**src/rtl/upload_pkg.sv**
```systemverilog
// Shared types and defaults for the HPS upload server: FSM state encoding,
// default fill byte and the address range helper.
package upload_pkg;

  typedef enum logic [1:0] {
    ST_IDLE  = 2'd0,
    ST_REQ   = 2'd1,
    ST_DRAIN = 2'd2
  } upload_state_t;

  localparam logic [7:0] FILL_DEFAULT = 8'hFF;
  localparam int         HPS_ADDR_W   = 25;

  // The whole HPS address takes part in the test, so aliases above ADDR_W
  // are reported as out of range instead of wrapping onto real memory.
  function automatic logic addr_in_range(input logic [HPS_ADDR_W-1:0] addr,
                                         input logic [HPS_ADDR_W-1:0] size);
    return (addr < size);
  endfunction

endpackage

```
**src/rtl/upload_server.sv**
```systemverilog
// Serves HPS upload read strobes from a request/acknowledge core memory port,
// stalling the HPS while a fetch is outstanding and keeping a running checksum.
module upload_server
  import upload_pkg::*;
#(
  parameter int         ADDR_W   = 14,
  parameter int         SIZE     = 16384,
  parameter logic [7:0] UP_INDEX = 8'd2,
  parameter logic [7:0] FILL     = FILL_DEFAULT
) (
  input  logic              clk_sys,
  input  logic              reset,
  input  logic              ioctl_upload,
  input  logic [7:0]        ioctl_index,
  input  logic              ioctl_rd,
  input  logic [24:0]       ioctl_addr,
  output logic [7:0]        ioctl_din,
  output logic              ioctl_wait,
  output logic              mem_req,
  output logic [ADDR_W-1:0] mem_addr,
  input  logic              mem_ack,
  input  logic [7:0]        mem_data,
  output logic              busy,
  output logic [7:0]        checksum,
  output logic              done
);

  localparam logic [HPS_ADDR_W-1:0] SIZE_L = HPS_ADDR_W'(SIZE);

  upload_state_t     state_r, state_s;
  logic              sel_s, sel_d_r;
  logic              mem_req_r, mem_req_s;
  logic [ADDR_W-1:0] mem_addr_r, mem_addr_s;
  logic              wait_r, wait_s;
  logic [7:0]        din_r, din_s;
  logic [7:0]        checksum_r, checksum_s;
  logic              busy_r, busy_s;
  logic              done_r, done_s;

  assign sel_s = ioctl_upload && (ioctl_index == UP_INDEX);

  // Session select history for rising-edge detection; cleared by reset so an
  // upload already running at reset release opens a new session.
  always_ff @(posedge clk_sys) begin
    if (reset) begin
      sel_d_r <= 1'b0;
    end else begin
      sel_d_r <= sel_s;
    end
  end

  // State and output registers.
  always_ff @(posedge clk_sys) begin
    if (reset) begin
      state_r    <= ST_IDLE;
      mem_req_r  <= 1'b0;
      mem_addr_r <= {ADDR_W{1'b0}};
      wait_r     <= 1'b0;
      din_r      <= 8'h00;
      checksum_r <= 8'h00;
      busy_r     <= 1'b0;
      done_r     <= 1'b0;
    end else begin
      state_r    <= state_s;
      mem_req_r  <= mem_req_s;
      mem_addr_r <= mem_addr_s;
      wait_r     <= wait_s;
      din_r      <= din_s;
      checksum_r <= checksum_s;
      busy_r     <= busy_s;
      done_r     <= done_s;
    end
  end

  // Session tracking, next-state and next-output logic.
  always_comb begin
    state_s    = state_r;
    mem_req_s  = mem_req_r;
    mem_addr_s = mem_addr_r;
    wait_s     = wait_r;
    din_s      = din_r;
    checksum_s = checksum_r;
    busy_s     = busy_r;
    done_s     = 1'b0;

    if (sel_s && !sel_d_r) begin
      busy_s     = 1'b1;
      checksum_s = 8'h00;
    end else if (busy_r && !ioctl_upload) begin
      busy_s = 1'b0;
      done_s = 1'b1;
    end else begin
      busy_s = busy_r;
    end

    case (state_r)
      ST_IDLE: begin
        if (ioctl_rd && busy_r) begin
          if (addr_in_range(ioctl_addr, SIZE_L)) begin
            mem_addr_s = ioctl_addr[ADDR_W-1:0];
            mem_req_s  = 1'b1;
            wait_s     = 1'b1;
            state_s    = ST_REQ;
          end else begin
            din_s      = FILL;
            checksum_s = checksum_s + FILL;
          end
        end else begin
          state_s = ST_IDLE;
        end
      end
      ST_REQ: begin
        if (mem_ack) begin
          din_s      = mem_data;
          checksum_s = checksum_s + mem_data;
          mem_req_s  = 1'b0;
          wait_s     = 1'b0;
          state_s    = ST_IDLE;
        end else if (!ioctl_upload) begin
          // Session aborted: finish the bus handshake but discard the byte.
          state_s = ST_DRAIN;
        end else begin
          state_s = ST_REQ;
        end
      end
      ST_DRAIN: begin
        if (mem_ack) begin
          mem_req_s = 1'b0;
          wait_s    = 1'b0;
          state_s   = ST_IDLE;
        end else begin
          state_s = ST_DRAIN;
        end
      end
      default: begin
        mem_req_s = 1'b0;
        wait_s    = 1'b0;
        state_s   = ST_IDLE;
      end
    endcase
  end

  assign ioctl_din  = din_r;
  assign ioctl_wait = wait_r;
  assign mem_req    = mem_req_r;
  assign mem_addr   = mem_addr_r;
  assign busy       = busy_r;
  assign checksum   = checksum_r;
  assign done       = done_r;

endmodule
```
**config.mk**
```make
export PLATFORM = sky130hd
export DESIGN_NAME = upload_server
export DESIGN_NICKNAME = d
export VERILOG_FILES = /design/src/rtl/upload_pkg.sv /design/src/rtl/upload_server.sv
export SDC_FILE = /design/constraint.sdc
export NUM_CORES = 1
export LEC_CHECK = 0
export BUFFER_PORTS_ARGS = -buffer_cell sky130_fd_sc_hd__buf_4
export CAP_MARGIN = 20
export CORE_MARGIN = 2
export CORE_UTILIZATION = 49
export DETAILED_ROUTE_END_ITERATION = 8
export HOLD_SLACK_MARGIN = 0.1
export PLACE_DENSITY = 0.8
export SYNTH_ARGS = -nofsm -noshare
export SYNTH_HDL_FRONTEND = slang
export SYNTH_SLANG_ARGS = --single-unit
```
**constraint.sdc**
```tcl
create_clock -name clk_sys -period 3.2 [get_ports clk_sys]
set_input_delay 0.16 -clock clk_sys [delete_from_list [all_inputs] [get_ports clk_sys]]
set_output_delay 0.16 -clock clk_sys [all_outputs]
set_load 0.03 [all_outputs]
```
==> results.txt <==
outcome: finished clean
share of cells above drive strength 1: 0.310
post-CTS setup buffers: 0
post-synthesis sequential area ratio: 0.337
Final Non-Filler Cells: 387
DR DRC count: 0
Die ar.: 0.00491 mm²
Max-Cap Viols: 0
Mapped Cells: 262
Total Wirelength: 5.61 mm
Detail Route Antenna Nets: 0
Avg Synthesized Cell Area: 8.17 µm²
Post-synth ARST share: 0
largest net degree at the start of global routing: 39
worst hold path type: input port to flop
clock latency on the worst-skew pair: 290 ps
period utilisation layout: 0.907
DR vias: 2121
RSZ-0062 raised after global routing: false
most numerous cell in the Yosys netlist: nand2_1
total gr overflow: 0
drt wl/cell: 14.5 µm
Fin Hold WS: 119 ps
fin nets: 394
# setup viols final: 0
initial antenna violation count: 0
Worst EP required: 3410 ps
htree depth: 2
Setup TNS: 0 ps
fmax: 0.344 GHz
Switch Pwr: 193 µW
synthesis-to-layout area growth: 32.2%
GPL Wtd Cong: 0.966
1st-iter DRT viols: 127
Reg area: 721 µm²
# diodes: 0
initial core utilization: 0.499
io pins: 80
CTS Hold Bufs: 1
EDFF count, synth: 0
static leakage: 0.00125 µW
Tmin final: 2900 ps
Mapped Area: 0.00214 mm²
P_int: 687 µW
total instance count after detailed placement: 379
Setup crit end kind: flop
sequential group share of total power: 0.509
critical path class: input port to flop
clock buffer count from CTS: 5
row count: 24
total nets after synthesis: 321
clock sink total: 36
Synth Warn #: 0
Rel. slew slack: 0.582
critical path arrival: 3110 ps
Root Buffer: clkbuf_8
vias in the first global route: 1980
area of placed instances: 0.00272 mm²
top cells by area, synth: dfxtp_1 (34%), nand2_1 (8.2%), ha_1 (7.0%), a21oi_1 (6.3%), nor2_1 (3.5%)
Comb pwr share: 0.098
cell taking the most area after synthesis: dfxtp_1
# fillers: 387
Max Slew Vio Count: 0
first-pass GRT wire length: 9.21 mm
Post-CTS Resized: 0
GRT Overall Usage: 0.234
HPWL after DPL: 4.26 mm
IO buf count: 79
Clk pwr share: 0.393
count of final hold-check violations: 0
maximum vdd drop: 0.000197 V
post-route cell area: 0.00283 mm²
worst-path fanout max: 12
footprint of the multi-input gates: 0.00128 mm²
Worst setup SP type: input port
DR vias/cell: 5.48
CTS tree: yes
post-synth top area share: 0.337
Die H: 70.1 µm
switching share of total power: 0.219
Power Density: 311 mW/mm²
First-pass DRT Iterations: 4
final core utilization: 0.659
core area: 0.00429 mm²
Post-synth top flop: dfxtp_1
Worst-path clk slew: 70 ps
Worst-Margin Slew: 626 ps
width of the chip: 70.1 µm
register bit total from synthesis: 36
CTS max path bufs: 2
synth unique cells: 54
top post-synthesis cells by count: nand2_1 (47), dfxtp_1 (36), a21oi_1 (27)
Setup Skew: 7.38 ps
final timing paths:
kind                 start  slack, ps  cells past startpoint          end
min          ioctl_addr[5]        120                      3  mem_addr[5]
max reg2reg        sel_d_r        330                     12  checksum[7]
max           ioctl_upload        300                     14  checksum[7]
min reg2reg    mem_addr[0]        460                      2  mem_addr[0]
registers in the layout (all words and copies together) (netlist names):
name and cells:
ioctl_din 8, done 1, busy 1, sel_d_r 1, state_r 2, ioctl_wait 1, checksum 8, mem_addr 14
layout make-up:
type	instances	area share
multi-input combinational	195	0.451
sequential	36	0.255
timing repair buffer	81	0.216
clock buffer	7	0.0340
tap	52	0.0230
inverter	16	0.0212
power groups by stage:
stage          Sequential [µW]  Clock (µW)  Combinational [µW]
2_1_floorplan              459           0                28.7
3_3_place_gp               458           0                83.0
3_5_place_dp               458           0                84.4
4_1_cts                    448         359                85.8
5_1_grt                    448         383                93.4
6_report                   448         346                86.0
critical path, cell delays in order:
cell,delay (ps)
dlygate4sd3_1,550
buf_4,130
nor2b_1,220
nand3_1,100
buf_4,200
nand2_1,130
inv_2,70
ha_1,310
a211oi_2,290
o21bai_1,150
o22ai_2,130
mux2i_1,110
or4b_1,460
o211ai_1,110
cell families (layout without fill, tap and decap cells):
group                    after synthesis  in the layout  share of synthesized area
AO/OA/AOI/OAI                         70             70                      0.233
XOR/XNOR                               6              6                     0.0245
flip-flops                            36             36                      0.337
multiplexers                           4              4                     0.0193
AND/OR/NAND/NOR                      102            102                      0.241
adder cells (fa/ha/maj)               13             13                     0.0795
buffers and inverters                 31            104                     0.0666
per-stage QoR:
step	setup slack, ps	total power, µW
final	296	880
after global routing	135	924
after CTS	328	893
after detailed placement	316	543
after global placement	503	541
after floorplan	699	488
layout by cell type (no fill, tap or decap), types with 3 or more instances in the layout:
cell type / Yosys / final
a22oi_1: 3 / 3
inv_1: 15 / 15
nor3_1: 5 / 5
nor2b_1: 3 / 3
clkbuf_8: 0 / 7
nand3_1: 5 / 5
ha_1: 12 / 12
a21oi_1: 27 / 27
mux2i_1: 3 / 3
nand2_1: 47 / 47
a21o_1: 3 / 3
xnor2_1: 4 / 4
nor2_1: 20 / 20
dfxtp_1: 36 / 36
o21ai_0: 5 / 5
and2_1: 4 / 4
a311oi_1: 8 / 8
buf_4: 1 / 80
per-layer routing:
| layer | track usage | vias to the layer above | wire (µm) |
|---|---|---|---|
| met5 | 0 | - | 0 |
| met4 | 0.0513 | 0 | 13 |
| met3 | 0.0707 | 2 | 448 |
| met2 | 0.370 | 81 | 2710 |
| met1 | 0.315 | 974 | 2440 |
| li1 | - | 1064 | - |
No activity file was read; power rests on OpenSTA's default activity.
